===== src/rtl/fpu_rt_sched.sv =====
// Scheduler for a small pool of iterative sqrt/divide units: dispatches requests to
// free slots, counts down iterations, and arbitrates finished slots onto one writeback port.
module fpu_rt_sched #(
    parameter int unsigned NUNIT  = 3,
    parameter int unsigned STEP_W = 5
) (
    input  logic              clk,
    input  logic              rst,
    input  logic              except,
    input  logic              req_en,
    input  logic [12:0]       req_op,
    input  logic [9:0]        req_II,
    input  logic [8:0]        req_reg,
    output logic              req_pause,
    output logic [NUNIT-1:0]  disp_en,
    output logic [STEP_W-1:0] disp_steps,
    output logic [2:0]        disp_type,
    output logic              wb_en,
    output logic [NUNIT-1:0]  wb_grant,
    output logic [9:0]        wb_II,
    output logic [8:0]        wb_reg,
    output logic [12:0]       wb_op,
    output logic [NUNIT-1:0]  busy,
    output logic              err_drop
);

    localparam int unsigned PTR_W = (NUNIT > 1) ? $clog2(NUNIT) : 1;

    // Op class encodings carried in req_op[7:0]
    localparam logic [7:0] FOP_SQRT_DL = 8'h20;
    localparam logic [7:0] FOP_SQRT_DH = 8'h21;
    localparam logic [7:0] FOP_DIV_DL  = 8'h22;
    localparam logic [7:0] FOP_DIV_DH  = 8'h23;
    localparam logic [7:0] FOP_SQRT_E  = 8'h24;
    localparam logic [7:0] FOP_DIV_E   = 8'h25;
    localparam logic [7:0] FOP_SQRT_S  = 8'h26;
    localparam logic [7:0] FOP_DIV_S   = 8'h27;

    typedef enum logic [1:0] {
        S_IDLE = 2'd0,
        S_RUN  = 2'd1,
        S_DONE = 2'd2
    } slot_state_e;

    slot_state_e       state_q [NUNIT];
    slot_state_e       state_d [NUNIT];
    logic [STEP_W-1:0] cnt_q   [NUNIT];
    logic [STEP_W-1:0] cnt_d   [NUNIT];
    logic [9:0]        ii_q    [NUNIT];
    logic [9:0]        ii_d    [NUNIT];
    logic [8:0]        reg_q   [NUNIT];
    logic [8:0]        reg_d   [NUNIT];
    logic [12:0]       op_q    [NUNIT];
    logic [12:0]       op_d    [NUNIT];

    logic [PTR_W-1:0]  ptr_q, ptr_d;
    logic [NUNIT-1:0]  disp_en_d, wb_grant_d, busy_d;
    logic [STEP_W-1:0] disp_steps_d;
    logic [2:0]        disp_type_d;
    logic              wb_en_d, err_drop_d;
    logic [9:0]        wb_II_d;
    logic [8:0]        wb_reg_d;
    logic [12:0]       wb_op_d;

    logic              dec_ok;
    logic [STEP_W-1:0] dec_steps;
    logic [2:0]        dec_type;
    logic              free_any, grant_any;
    logic [PTR_W-1:0]  free_idx, gnt_idx;

    // Op decode: iteration count and precision type
    always_comb begin
        dec_ok    = 1'b1;
        dec_steps = '0;
        dec_type  = 3'd0;
        case (req_op[7:0])
            FOP_SQRT_DL, FOP_SQRT_DH, FOP_DIV_DL, FOP_DIV_DH: begin
                dec_steps = STEP_W'(13);
                dec_type  = 3'd0;
            end
            FOP_SQRT_E, FOP_DIV_E: begin
                dec_steps = STEP_W'(16);
                dec_type  = 3'd1;
            end
            FOP_SQRT_S, FOP_DIV_S: begin
                dec_steps = STEP_W'(6);
                dec_type  = 3'd2;
            end
            default: dec_ok = 1'b0;
        endcase
    end

    // Lowest-index idle slot from registered state, so a slot freed this edge is not reused
    always_comb begin
        free_any = 1'b0;
        free_idx = '0;
        for (int k = 0; k < int'(NUNIT); k++) begin
            if (!free_any && state_q[k] == S_IDLE) begin
                free_any = 1'b1;
                free_idx = PTR_W'(k);
            end
        end
    end

    // Round-robin search over DONE slots starting at the pointer
    always_comb begin
        int idx;
        grant_any = 1'b0;
        gnt_idx   = '0;
        idx       = 0;
        for (int i = 0; i < int'(NUNIT); i++) begin
            idx = int'(ptr_q) + i;
            if (idx >= int'(NUNIT)) begin
                idx = idx - int'(NUNIT);
            end
            if (!grant_any && state_q[PTR_W'(idx)] == S_DONE) begin
                grant_any = 1'b1;
                gnt_idx   = PTR_W'(idx);
            end
        end
    end

    assign req_pause = ~free_any;

    // Next-state: countdown, writeback grant, dispatch, flush
    always_comb begin
        for (int k = 0; k < int'(NUNIT); k++) begin
            state_d[k] = state_q[k];
            cnt_d[k]   = cnt_q[k];
            ii_d[k]    = ii_q[k];
            reg_d[k]   = reg_q[k];
            op_d[k]    = op_q[k];
        end
        ptr_d        = ptr_q;
        disp_en_d    = '0;
        disp_steps_d = disp_steps;
        disp_type_d  = disp_type;
        wb_en_d      = 1'b0;
        wb_grant_d   = '0;
        wb_II_d      = '0;
        wb_reg_d     = '0;
        wb_op_d      = '0;
        err_drop_d   = 1'b0;
        busy_d       = '0;

        if (except) begin
            for (int k = 0; k < int'(NUNIT); k++) begin
                state_d[k] = S_IDLE;
                cnt_d[k]   = '0;
            end
        end else begin
            for (int k = 0; k < int'(NUNIT); k++) begin
                if (state_q[k] == S_RUN) begin
                    if (cnt_q[k] == STEP_W'(1)) begin
                        state_d[k] = S_DONE;
                        cnt_d[k]   = '0;
                    end else begin
                        cnt_d[k] = cnt_q[k] - STEP_W'(1);
                    end
                end
            end

            if (grant_any) begin
                wb_en_d = 1'b1;
                ptr_d   = (gnt_idx == PTR_W'(NUNIT - 1)) ? '0 : gnt_idx + PTR_W'(1);
                for (int k = 0; k < int'(NUNIT); k++) begin
                    if (PTR_W'(k) == gnt_idx) begin
                        wb_grant_d[k] = 1'b1;
                        wb_II_d       = ii_q[k];
                        wb_reg_d      = reg_q[k];
                        wb_op_d       = op_q[k];
                        state_d[k]    = S_IDLE;
                    end
                end
            end

            if (req_en && dec_ok) begin
                if (free_any) begin
                    disp_steps_d = dec_steps;
                    disp_type_d  = dec_type;
                    for (int k = 0; k < int'(NUNIT); k++) begin
                        if (PTR_W'(k) == free_idx) begin
                            state_d[k]   = S_RUN;
                            cnt_d[k]     = dec_steps;
                            ii_d[k]      = req_II;
                            reg_d[k]     = req_reg;
                            op_d[k]      = req_op;
                            disp_en_d[k] = 1'b1;
                        end
                    end
                end else begin
                    err_drop_d = 1'b1;
                end
            end
        end

        for (int k = 0; k < int'(NUNIT); k++) begin
            busy_d[k] = (state_d[k] != S_IDLE);
        end
    end

    // State and output registers
    always_ff @(posedge clk or posedge rst) begin
        if (rst) begin
            for (int k = 0; k < int'(NUNIT); k++) begin
                state_q[k] <= S_IDLE;
                cnt_q[k]   <= '0;
                ii_q[k]    <= '0;
                reg_q[k]   <= '0;
                op_q[k]    <= '0;
            end
            ptr_q      <= '0;
            disp_en    <= '0;
            disp_steps <= '0;
            disp_type  <= '0;
            wb_en      <= 1'b0;
            wb_grant   <= '0;
            wb_II      <= '0;
            wb_reg     <= '0;
            wb_op      <= '0;
            busy       <= '0;
            err_drop   <= 1'b0;
        end else begin
            for (int k = 0; k < int'(NUNIT); k++) begin
                state_q[k] <= state_d[k];
                cnt_q[k]   <= cnt_d[k];
                ii_q[k]    <= ii_d[k];
                reg_q[k]   <= reg_d[k];
                op_q[k]    <= op_d[k];
            end
            ptr_q      <= ptr_d;
            disp_en    <= disp_en_d;
            disp_steps <= disp_steps_d;
            disp_type  <= disp_type_d;
            wb_en      <= wb_en_d;
            wb_grant   <= wb_grant_d;
            wb_II      <= wb_II_d;
            wb_reg     <= wb_reg_d;
            wb_op      <= wb_op_d;
            busy       <= busy_d;
            err_drop   <= err_drop_d;
        end
    end

endmodule


===== config.mk =====
export PLATFORM = sky130hd
export DESIGN_NAME = fpu_rt_sched
export DESIGN_NICKNAME = d
export VERILOG_FILES = /design/src/rtl/fpu_rt_sched.sv
export SDC_FILE = /design/constraint.sdc
export NUM_CORES = 1
export LEC_CHECK = 0
export CAP_MARGIN = 20
export CORE_ASPECT_RATIO = 0.7
export CORE_MARGIN = 4
export CORE_UTILIZATION = 35
export DETAILED_ROUTE_END_ITERATION = 16
export PLACE_DENSITY = 0.62
export SYNTH_ARGS = -nofsm -noshare
export SYNTH_HDL_FRONTEND = slang
export SYNTH_SLANG_ARGS = --single-unit

===== constraint.sdc =====
create_clock -name clk -period 10.45 [get_ports clk]
set_clock_uncertainty 0.15 [all_clocks]
set_input_delay 2.09 -clock clk [delete_from_list [all_inputs] [get_ports clk]]
set_output_delay 2.09 -clock clk [all_outputs]
set_load 0.03 [all_outputs]

==> flow_metrics.env, run 1 <==
export IMPL_hold_path_class="flip-flop to flip-flop"
export IMPL_switching_power_w=0.000314
export IMPL_p_leak_nw=4.12
export IMPL_synth_nets=656
export IMPL_hold_viol=0
export IMPL_drc_errors=0
export IMPL_slew_viol_final=0
export IMPL_instances_no_fill=968
export IMPL_via_count=4963
export IMPL_dieHeight_um=127
export IMPL_cp_arrival_ps=2330
export IMPL_power_density_nw_per_um2=158
export IMPL_grt_max_degree=93
export IMPL_synth_area_per_cell_um2=11.6
export IMPL_post_route_util_pct=44.4
export IMPL_yosysSeqAreaShare_pct=59.6
export IMPL_hold_buffers=0
export IMPL_path_clk_slew_ps=70
export IMPL_cp_max_fo=12
export IMPL_cp_depth=4
export IMPL_p_int_w=0.00108
export IMPL_ctsResizeCount=0
export IMPL_synthDistinctLibCells=55
export IMPL_htreeDepth=4
export IMPL_synth_seq_cells=168
export IMPL_total_power_w=0.00139
export IMPL_antenna_found_initial=0
export IMPL_final_cell_mix="dfrtp_1, nand2_1, clkdlybuf4s50_1"
export IMPL_clockRootBuffer="clkbuf_16"
export IMPL_cp_cell_sequence="nor2_1 -> or3_1 -> inv_1 -> clkdlybuf4s50_1"
export IMPL_start_kind="flip-flop"
export IMPL_fin_crit_ps=4570
export IMPL_drive_gt1_share_pct=15.0
export IMPL_maxCapViolations=0
export IMPL_largest_reg_flops=39
export IMPL_synth_edf_count=0
export IMPL_fmax_mhz=219
export IMPL_portBuffers=86
export IMPL_synthArstFlopShare_pct=100
export IMPL_startpoint="state_q[5]"
export IMPL_setup_viol=0
export IMPL_path_class="flip-flop to primary output"
export IMPL_rows=43
export IMPL_fin_nets=731
export IMPL_hold_path_depth=1
export IMPL_endpoint_kind="primary output"
export IMPL_reg2reg_from="ptr_q[0]"
export IMPL_fp_coreArea_um2=19800
export IMPL_track_usage_pct=15.3
export IMPL_drtPass1Iterations=5
export IMPL_relSlewSlack_pct=34.8
export IMPL_ir_worst_vdd_mv=0.0968
export IMPL_numCtsBuffers=17
export IMPL_slowest_delay_ps=660
export IMPL_seqPwrFrac_pct=48.9
export IMPL_antenna_left=0
export IMPL_cts_setup_buffers=0
export IMPL_start_util_pct=35.6
export IMPL_overflow=0
export IMPL_wl_per_cell_um=17.5
export IMPL_reg_largest_list="op_q x39, ii_q x30, reg_q x27"
export IMPL_tightest_slew_ps=975
export IMPL_cp_required_ps=8210
export IMPL_cts_path_max_buffers=2
export IMPL_hp_start="op_q[31]"
export IMPL_r2r_cells=8
export IMPL_place_congestion=0.758
export IMPL_syn_area_um2=7050
export IMPL_switching_share_pct=22.6
export IMPL_dp_hpwl_um=10500
export IMPL_clk_latency_ps=420
export IMPL_drt_wl_total_um=16900
export IMPL_area_delta_synth_final_pct=24.8
export IMPL_cts_tree="done"
export IMPL_period_share_pct=43.8
export IMPL_placedCellCount=934
export IMPL_vias_per_cell=5.13
export IMPL_fp_dieW_um=178
export IMPL_tns_ps=0
export IMPL_cp_top_family="buffers and inverters"
export IMPL_slowest_stage="clkdlybuf4s50_1"
export IMPL_regMostFlops="op_q"
export IMPL_synth_flop_cell="dfrtp_1"
export IMPL_synth_cells=610
export IMPL_p_clk_share_pct=44.5
export IMPL_antennaDiodeCount=0
export IMPL_pwr_share_comb_pct=6.6
export IMPL_cts_sinks=168
export IMPL_drt_iter0_drc=485
export IMPL_synth_warning_count=0
export IMPL_io_pins=88
export IMPL_die_area_um2=22500
export IMPL_grt_setup_unrepaired="false"
export IMPL_grt_pass1_wl_um=27600
export IMPL_mostFrequentLayoutCell="dfrtp_1"
export IMPL_timing_critical_path_buf_inv=2
export IMPL_status="finished clean"
export IMPL_grt_pass1_vias=5326
==> area by class of cell <==
class                           instances  area, µm²
Clock buffer                           21        460
Clock inverter                         11        121
Fill cell                            1853      11000
Inverter                               17       68.8
Multi-Input combinational cell        388       2610
Sequential cell                       168       4200
Tap cell                              270        338
Timing Repair Buffer                   93        993
==> worst reg2reg max path, delay by kind of cell (launching register included) <==
| kind | cells | cell delay (ps) |
|---|---|---|
| AOI/OAI and AO/OA | 3 | 940 |
| and+or+nand+nor | 2 | 570 |
| DFF | 1 | 430 |
| adders and majority gates | 1 | 380 |
| buffers and inverters | 2 | 330 |
==> layer usage <==
metal / track usage (%) / wire (µm)
met1: 21.1 / 7870
met5: 0 / 0
met2: 24.3 / 7880
met3: 3.72 / 971
met4: 4.41 / 197
==> synth_stat cells (8+ instances only) <==
cell / instances / share of area [%]
a222oi_1: 28 / 4.0
clkbuf_1: 11 / 0.59
nand2b_1: 12 / 1.1
buf_2: 19 / 1.3
nor2_1: 43 / 2.3
o21ai_0: 9 / 0.64
inv_1: 17 / 0.91
and2_1: 13 / 1.2
ha_1: 10 / 1.8
nor3_1: 9 / 0.64
a21oi_1: 10 / 0.71
o22ai_1: 8 / 0.71
nand2_1: 108 / 5.8
dfrtp_1: 168 / 60
mux2_2: 55 / 8.8
==> cells by family after synthesis <==
group,share of synthesized area (%)
xor gates and xnor gates,1.24
buffers and inverters,3.69
AOI/OAI and AO/OA,9.76
and+or+nand+nor,14.9
other,0.0532
adders and majority gates,1.77
muxes,8.93
DFF,59.6
==> power by group through the flow <==
stage | clock network [W] | registers, W | logic [W]
after floorplan | 0 | 0.000688 | 0.0000599
after CTS | 0.000633 | 0.000679 | 0.0000924
after global placement | 0 | 0.000690 | 0.0000876
after detailed placement | 0 | 0.000692 | 0.0000919
final | 0.000619 | 0.000680 | 0.0000911
after global routing | 0.000664 | 0.000682 | 0.000102
==> path summary, 6_finish.rpt <==
kind	to	slack (ps)
worst min register to register	op_q[31]	320
min in group asynchronous	wb_reg[6]	2050
worst max-delay path	req_pause	5880
worst min-delay path	op_q[31]	320
worst max register to register	wb_op[12]	7530
max in group asynchronous	op_q[17]	6610
==> per-stage QoR <==
| step | area, µm² | worst slack, ps | hold WS [ps] |
|---|---|---|---|
| floorplan | 7050 | 3660 | 284 |
| global placement | 8100 | 5720 | 299 |
| detailed placement | 8160 | 5630 | 306 |
| CTS | 8740 | 5870 | 321 |
| global route | 8800 | 5780 | 350 |
| finish | 8800 | 5880 | 321 |
No activity file was read; power rests on OpenSTA's default activity.
==> run 2, diff against run 1 <==
Clock period 10.45 ns to 4.29 ns, I/O delays scaled along.
==> run 2 against run 1 <==
  * Design area about the same
  * Critical endpoint is now wb_reg[1]
  * Global-route usage up 0.60 points
  * Routed wire length up 2.2%
==> flow_metrics.env, run 2 (synthesized netlist as in run 1, its figures left out) <==
export IMPL_status="finished clean"
export IMPL_hold_path_depth=1
export IMPL_regMostFlops="op_q"
export IMPL_endpoint_kind="flip-flop"
export IMPL_p_leak_nw=4.12
export IMPL_rows=43
export IMPL_portBuffers=86
export IMPL_cts_path_max_buffers=2
export IMPL_fin_nets=736
export IMPL_place_congestion=0.794
export IMPL_period_share_pct=80.2
export IMPL_drc_errors=0
export IMPL_hp_start="op_q[31]"
export IMPL_cp_max_fo=23
export IMPL_power_density_nw_per_um2=385
export IMPL_cp_arrival_ps=3580
export IMPL_fp_coreArea_um2=19800
export IMPL_antenna_found_initial=0
export IMPL_reg_largest_list="op_q x39, ii_q x30, reg_q x27"
export IMPL_drtPass1Iterations=6
export IMPL_wl_per_cell_um=17.8
export IMPL_slew_viol_final=0
export IMPL_cp_required_ps=4430
export IMPL_dieHeight_um=127
export IMPL_antenna_left=0
export IMPL_grt_max_degree=53
export IMPL_fp_dieW_um=178
export IMPL_clockRootBuffer="clkbuf_16"
export IMPL_hold_buffers=0
export IMPL_maxCapViolations=0
export IMPL_start_util_pct=35.6
export IMPL_hold_path_class="flip-flop to flip-flop"
export IMPL_via_count=5001
export IMPL_htreeDepth=4
export IMPL_final_cell_mix="dfrtp_1, nand2_1, clkdlybuf4s50_1"
export IMPL_setup_viol=0
export IMPL_reg2reg_to="wb_reg[1]"
export IMPL_total_power_w=0.00339
export IMPL_vias_per_cell=5.14
export IMPL_mostFrequentLayoutCell="dfrtp_1"
export IMPL_start_kind="flip-flop"
export IMPL_track_usage_pct=15.9
export IMPL_cts_sinks=168
export IMPL_path_class="flip-flop to flip-flop"
export IMPL_hold_viol=0
export IMPL_ir_worst_vdd_mv=0.201
export IMPL_overflow=0
export IMPL_drt_wl_total_um=17300
export IMPL_tightest_slew_ps=1010
export IMPL_reg2reg_from="ptr_q[0]"
export IMPL_hold_end="op_q[31]"
export IMPL_grt_setup_unrepaired="false"
export IMPL_cts_tree="done"
export IMPL_antennaDiodeCount=0
export IMPL_io_pins=88
export IMPL_r2r_cells=9
export IMPL_relSlewSlack_pct=32.5
export IMPL_grt_pass1_vias=5315
export IMPL_path_clk_slew_ps=60
export IMPL_clk_latency_ps=420
export IMPL_cts_setup_buffers=0
export IMPL_fmax_mhz=290
export IMPL_tns_ps=0
export IMPL_dp_hpwl_um=10900
export IMPL_grt_pass1_wl_um=28200
export IMPL_r2r_setup_slack_ps=850
export IMPL_ctsResizeCount=0
export IMPL_fin_crit_ps=3440
export IMPL_drt_iter0_drc=449
export IMPL_numCtsBuffers=17
export IMPL_die_area_um2=22500
export IMPL_area_delta_synth_final_pct=24.7
export IMPL_drive_gt1_share_pct=15.6
export IMPL_largest_reg_flops=39
[run 2: cell count changes in the layout (fill, tap and decap cells not counted), sizes merged]
cell	previous run	this run
inv	18	17
buf	7	12
clkinvlp	2	3
bufinv	2	1
clkbuf	21	23
clkinv	6	5
[run 2: worst max-delay path by stage]
stage	start	to	slack [ps]	cells after the start
finish	ptr_q[0]	wb_reg[1]	850	9
CTS	ptr_q[0]	wb_reg[1]	900	9
detailed placement	req_op[5]	ii_q[25]	760	6
global placement	req_op[5]	op_q[36]	870	6
global route	ptr_q[0]	wb_op[9]	680	9
floorplan	rst	busy[0]	1140	1
[run 2: report_power, final]
part / total (W) / internal (W) / leakage (nW) / switching [W]
Combinational: 0.000237 / 0.000111 / 1.51 / 0.000125
Clock: 0.00150 / 0.000864 / 0.280 / 0.000632
Sequential: 0.00166 / 0.00163 / 2.32 / 0.0000273
[run 2: worst max-delay path: stages, from the launching register on]
cell,delay (ps)
dfrtp_1,410
inv_1,90
ha_1,390
nand2b_1,230
a21bo_2,260
o2111ai_2,170
nand2_1,690
buf_4,430
a222oi_1,410
nor2_1,80
[run 2: final cells by class]
type / count / area [µm²]
clock buffers: 23 / 488
clock inverters: 9 / 90.1
fillers: 1823 / 11000
inverters: 17 / 67.6
multi-input cells: 388 / 2610
flip-flops and latches: 168 / 4200
well taps: 270 / 338
repair buffers: 98 / 996
[run 2: metal layers]
metal | track usage, % | part of all wire (%)
met5 | 0 | 0
met4 | 5.50 | 1.5
met3 | 3.84 | 5.2
met2 | 25.3 | 47
met1 | 21.5 | 47
[run 2: through the flow]
stage	std cells	hold WS, ps	util, %	instance area, µm²	setup WS [ps]
after floorplan	610	284	-	7050	1140
after global placement	940	299	41.4	8200	873
after detailed placement	940	301	41.4	8200	764
after CTS	972	319	44.3	8780	898
after global routing	973	328	44.4	8790	677
final	973	321	44.4	8790	847
==> run 3, diff against run 2 <==
Clock period 4.29 ns to 3.2 ns, I/O delays scaled along.
==> run 3 against run 2 <==
  * Die area stayed put
  * Sequential power up 34%
  * Count of clock-buffer cells in the layout increased by 1
  * Design area is 1.2% higher
  * Flip-flop and latch count is the same
  * Routed wire length fell by 0.52%
  * Clock power is 54% higher
  * Final cell count rose by 0.51%
  * Hold slack better by 4.0 ps
  * Power up 43%
  * Non-clock buffer count up 5
  * Worst setup slack lost 640 ps
==> flow_metrics.env, run 3 (synthesized netlist as in run 1, its figures left out) <==
export IMPL_slew_viol_final=0
export IMPL_drc_errors=0
export IMPL_mostFrequentLayoutCell="dfrtp_1"
export IMPL_fin_crit_ps=2990
export IMPL_cp_arrival_ps=2200
export IMPL_grt_setup_unrepaired="false"
export IMPL_io_pins=88
export IMPL_via_count=5103
export IMPL_start_kind="flip-flop"
export IMPL_overflow=0
export IMPL_seqPwrFrac_pct=45.9
export IMPL_status="finished clean"
export IMPL_start_util_pct=35.6
export IMPL_dieHeight_um=127
export IMPL_drt_met1_wl_um=7970
export IMPL_maxCapViolations=0
export IMPL_wl_met3_um=1260
export IMPL_die_area_um2=22500
export IMPL_wl_per_cell_um=17.6
export IMPL_pwr_share_comb_pct=6.4
export IMPL_portBuffers=86
export IMPL_wl_met2_um=7770
export IMPL_htreeDepth=4
export IMPL_ir_worst_vdd_mv=0.316
export IMPL_drive_gt1_share_pct=16.0
export IMPL_cts_sinks=168
export IMPL_antenna_found_initial=0
export IMPL_fp_dieW_um=178
export IMPL_rows=43
export IMPL_reg_largest_list="op_q x39, ii_q x30, reg_q x27"
export IMPL_largest_reg_flops=39
export IMPL_drt_wl_total_um=17200
export IMPL_grt_pass1_vias=5319
export IMPL_antenna_left=0
export IMPL_fp_coreArea_um2=19800
export IMPL_p_int_w=0.00382
export IMPL_track_usage_pct=15.8
export IMPL_path_class="flip-flop to primary output"
export IMPL_switching_share_pct=21.1
export IMPL_place_congestion=0.810
export IMPL_fillCellCount=1813
export IMPL_tightest_slew_ps=719
export IMPL_relSlewSlack_pct=51.9
export IMPL_numCtsBuffers=17
export IMPL_topRoutingLayerUsed="met4"
export IMPL_hold_path_class="flip-flop to flip-flop"
export IMPL_dp_hpwl_um=10900
export IMPL_tns_ps=0
export IMPL_path_clk_slew_ps=60
export IMPL_fmax_mhz=334
export IMPL_hold_buffers=0
export IMPL_p_leak_nw=4.17
export IMPL_period_share_pct=93.6
export IMPL_grt_max_degree=62
export IMPL_setup_viol=0
export IMPL_cp_required_ps=2410
export IMPL_clk_latency_ps=420
export IMPL_power_density_nw_per_um2=544
export IMPL_switching_power_w=0.00102
export IMPL_drt_iter0_drc=502
export IMPL_clockRootBuffer="clkbuf_16"
export IMPL_cts_tree="done"
export IMPL_cts_path_max_buffers=2
export IMPL_fin_nets=741
export IMPL_final_cell_mix="dfrtp_1, nand2_1, clkdlybuf4s50_1"
export IMPL_hold_viol=0
export IMPL_drtPass1Iterations=9
export IMPL_area_delta_synth_final_pct=26.3
export IMPL_p_clk_share_pct=47.7
export IMPL_antennaDiodeCount=0
export IMPL_vias_per_cell=5.22
export IMPL_grt_pass1_wl_um=28200
export IMPL_regMostFlops="op_q"
export IMPL_holdWs_ps=325
export IMPL_endpoint_kind="primary output"
export IMPL_cp_max_fo=12
run 3: cell types whose count changed in the layout (fill, tap and decap cells not counted), sizes merged:
cell      previous run  this run
buf                 12        17
bufinv               1         6
clkbuf              23        24
clkinv               5         1
clkinvlp             3         2
inv                 17        16
run 3: worst max-delay path: stages, from the launching register on:
cell	delay, ps
dfrtp_2	480
nor2_1	140
or3_1	420
inv_1	80
clkdlybuf4s50_1	670
run 3: final cells by class:
cell class	count	area [µm²]	share of cell area, %
inverter	17	67.6	0.759
clock buffer	24	462	5.19
multi-input combinational	388	2610	29.3
clock inverter	8	193	2.16
tap	270	338	3.79
sequential	168	4210	47.3
timing repair buffer	103	1030	11.5
run 3: power groups by stage:
stage	combinational, W	sequential, W	clock [W]
floorplan	0.000196	0.00225	0
global placement	0.000298	0.00225	0
detailed placement	0.000308	0.00226	0
CTS	0.000313	0.00222	0.00235
global route	0.000347	0.00223	0.00244
finish	0.000310	0.00222	0.00231
run 3: layer usage:
| layer | global-route usage (%) | vias to the layer above |
|---|---|---|
| met1 | 22.0 | 2594 |
| met2 | 24.0 | 203 |
| met4 | 4.55 | 0 |
| met5 | 0 | - |
| li1 | - | 2286 |
| met3 | 5.00 | 20 |
run 3: path summary, 6_finish.rpt:
| kind | startpoint | to | slack, ps | cells past startpoint |
|---|---|---|---|---|
| max reg2reg | ptr_q[0] | wb_op[0] | 270 | 9 |
| min reg2reg | op_q[5] | op_q[5] | 330 | 1 |
| max in group asynchronous | rst | reg_q[7] | 1710 | 3 |
| max | state_q[5] | req_pause | 210 | 4 |
| min in group asynchronous | rst | reg_q[19] | 460 | 2 |
| min | op_q[5] | op_q[5] | 330 | 1 |
run 3: through the flow:
step | std cells | power, W | worst slack [ps] | instance area (µm²) | util, %
after CTS | 978 | 0.00488 | 70.1 | 8900 | 45.0
after global placement | 946 | 0.00255 | 394 | 8250 | 41.6
after floorplan | 610 | 0.00244 | 269 | 7050 | -
final | 978 | 0.00484 | 205 | 8900 | 45.0
after global routing | 978 | 0.00501 | 85.1 | 8900 | 45.0
after detailed placement | 946 | 0.00257 | 290 | 8250 | 41.6
run 3: what timing repair did:
item | in CTS | in global routing
buffers inserted | 0 | 0
setup endpoints to repair | 0 | 1
endpoints found under the hold margin | 0 | 0
resized for setup | 0 | 2
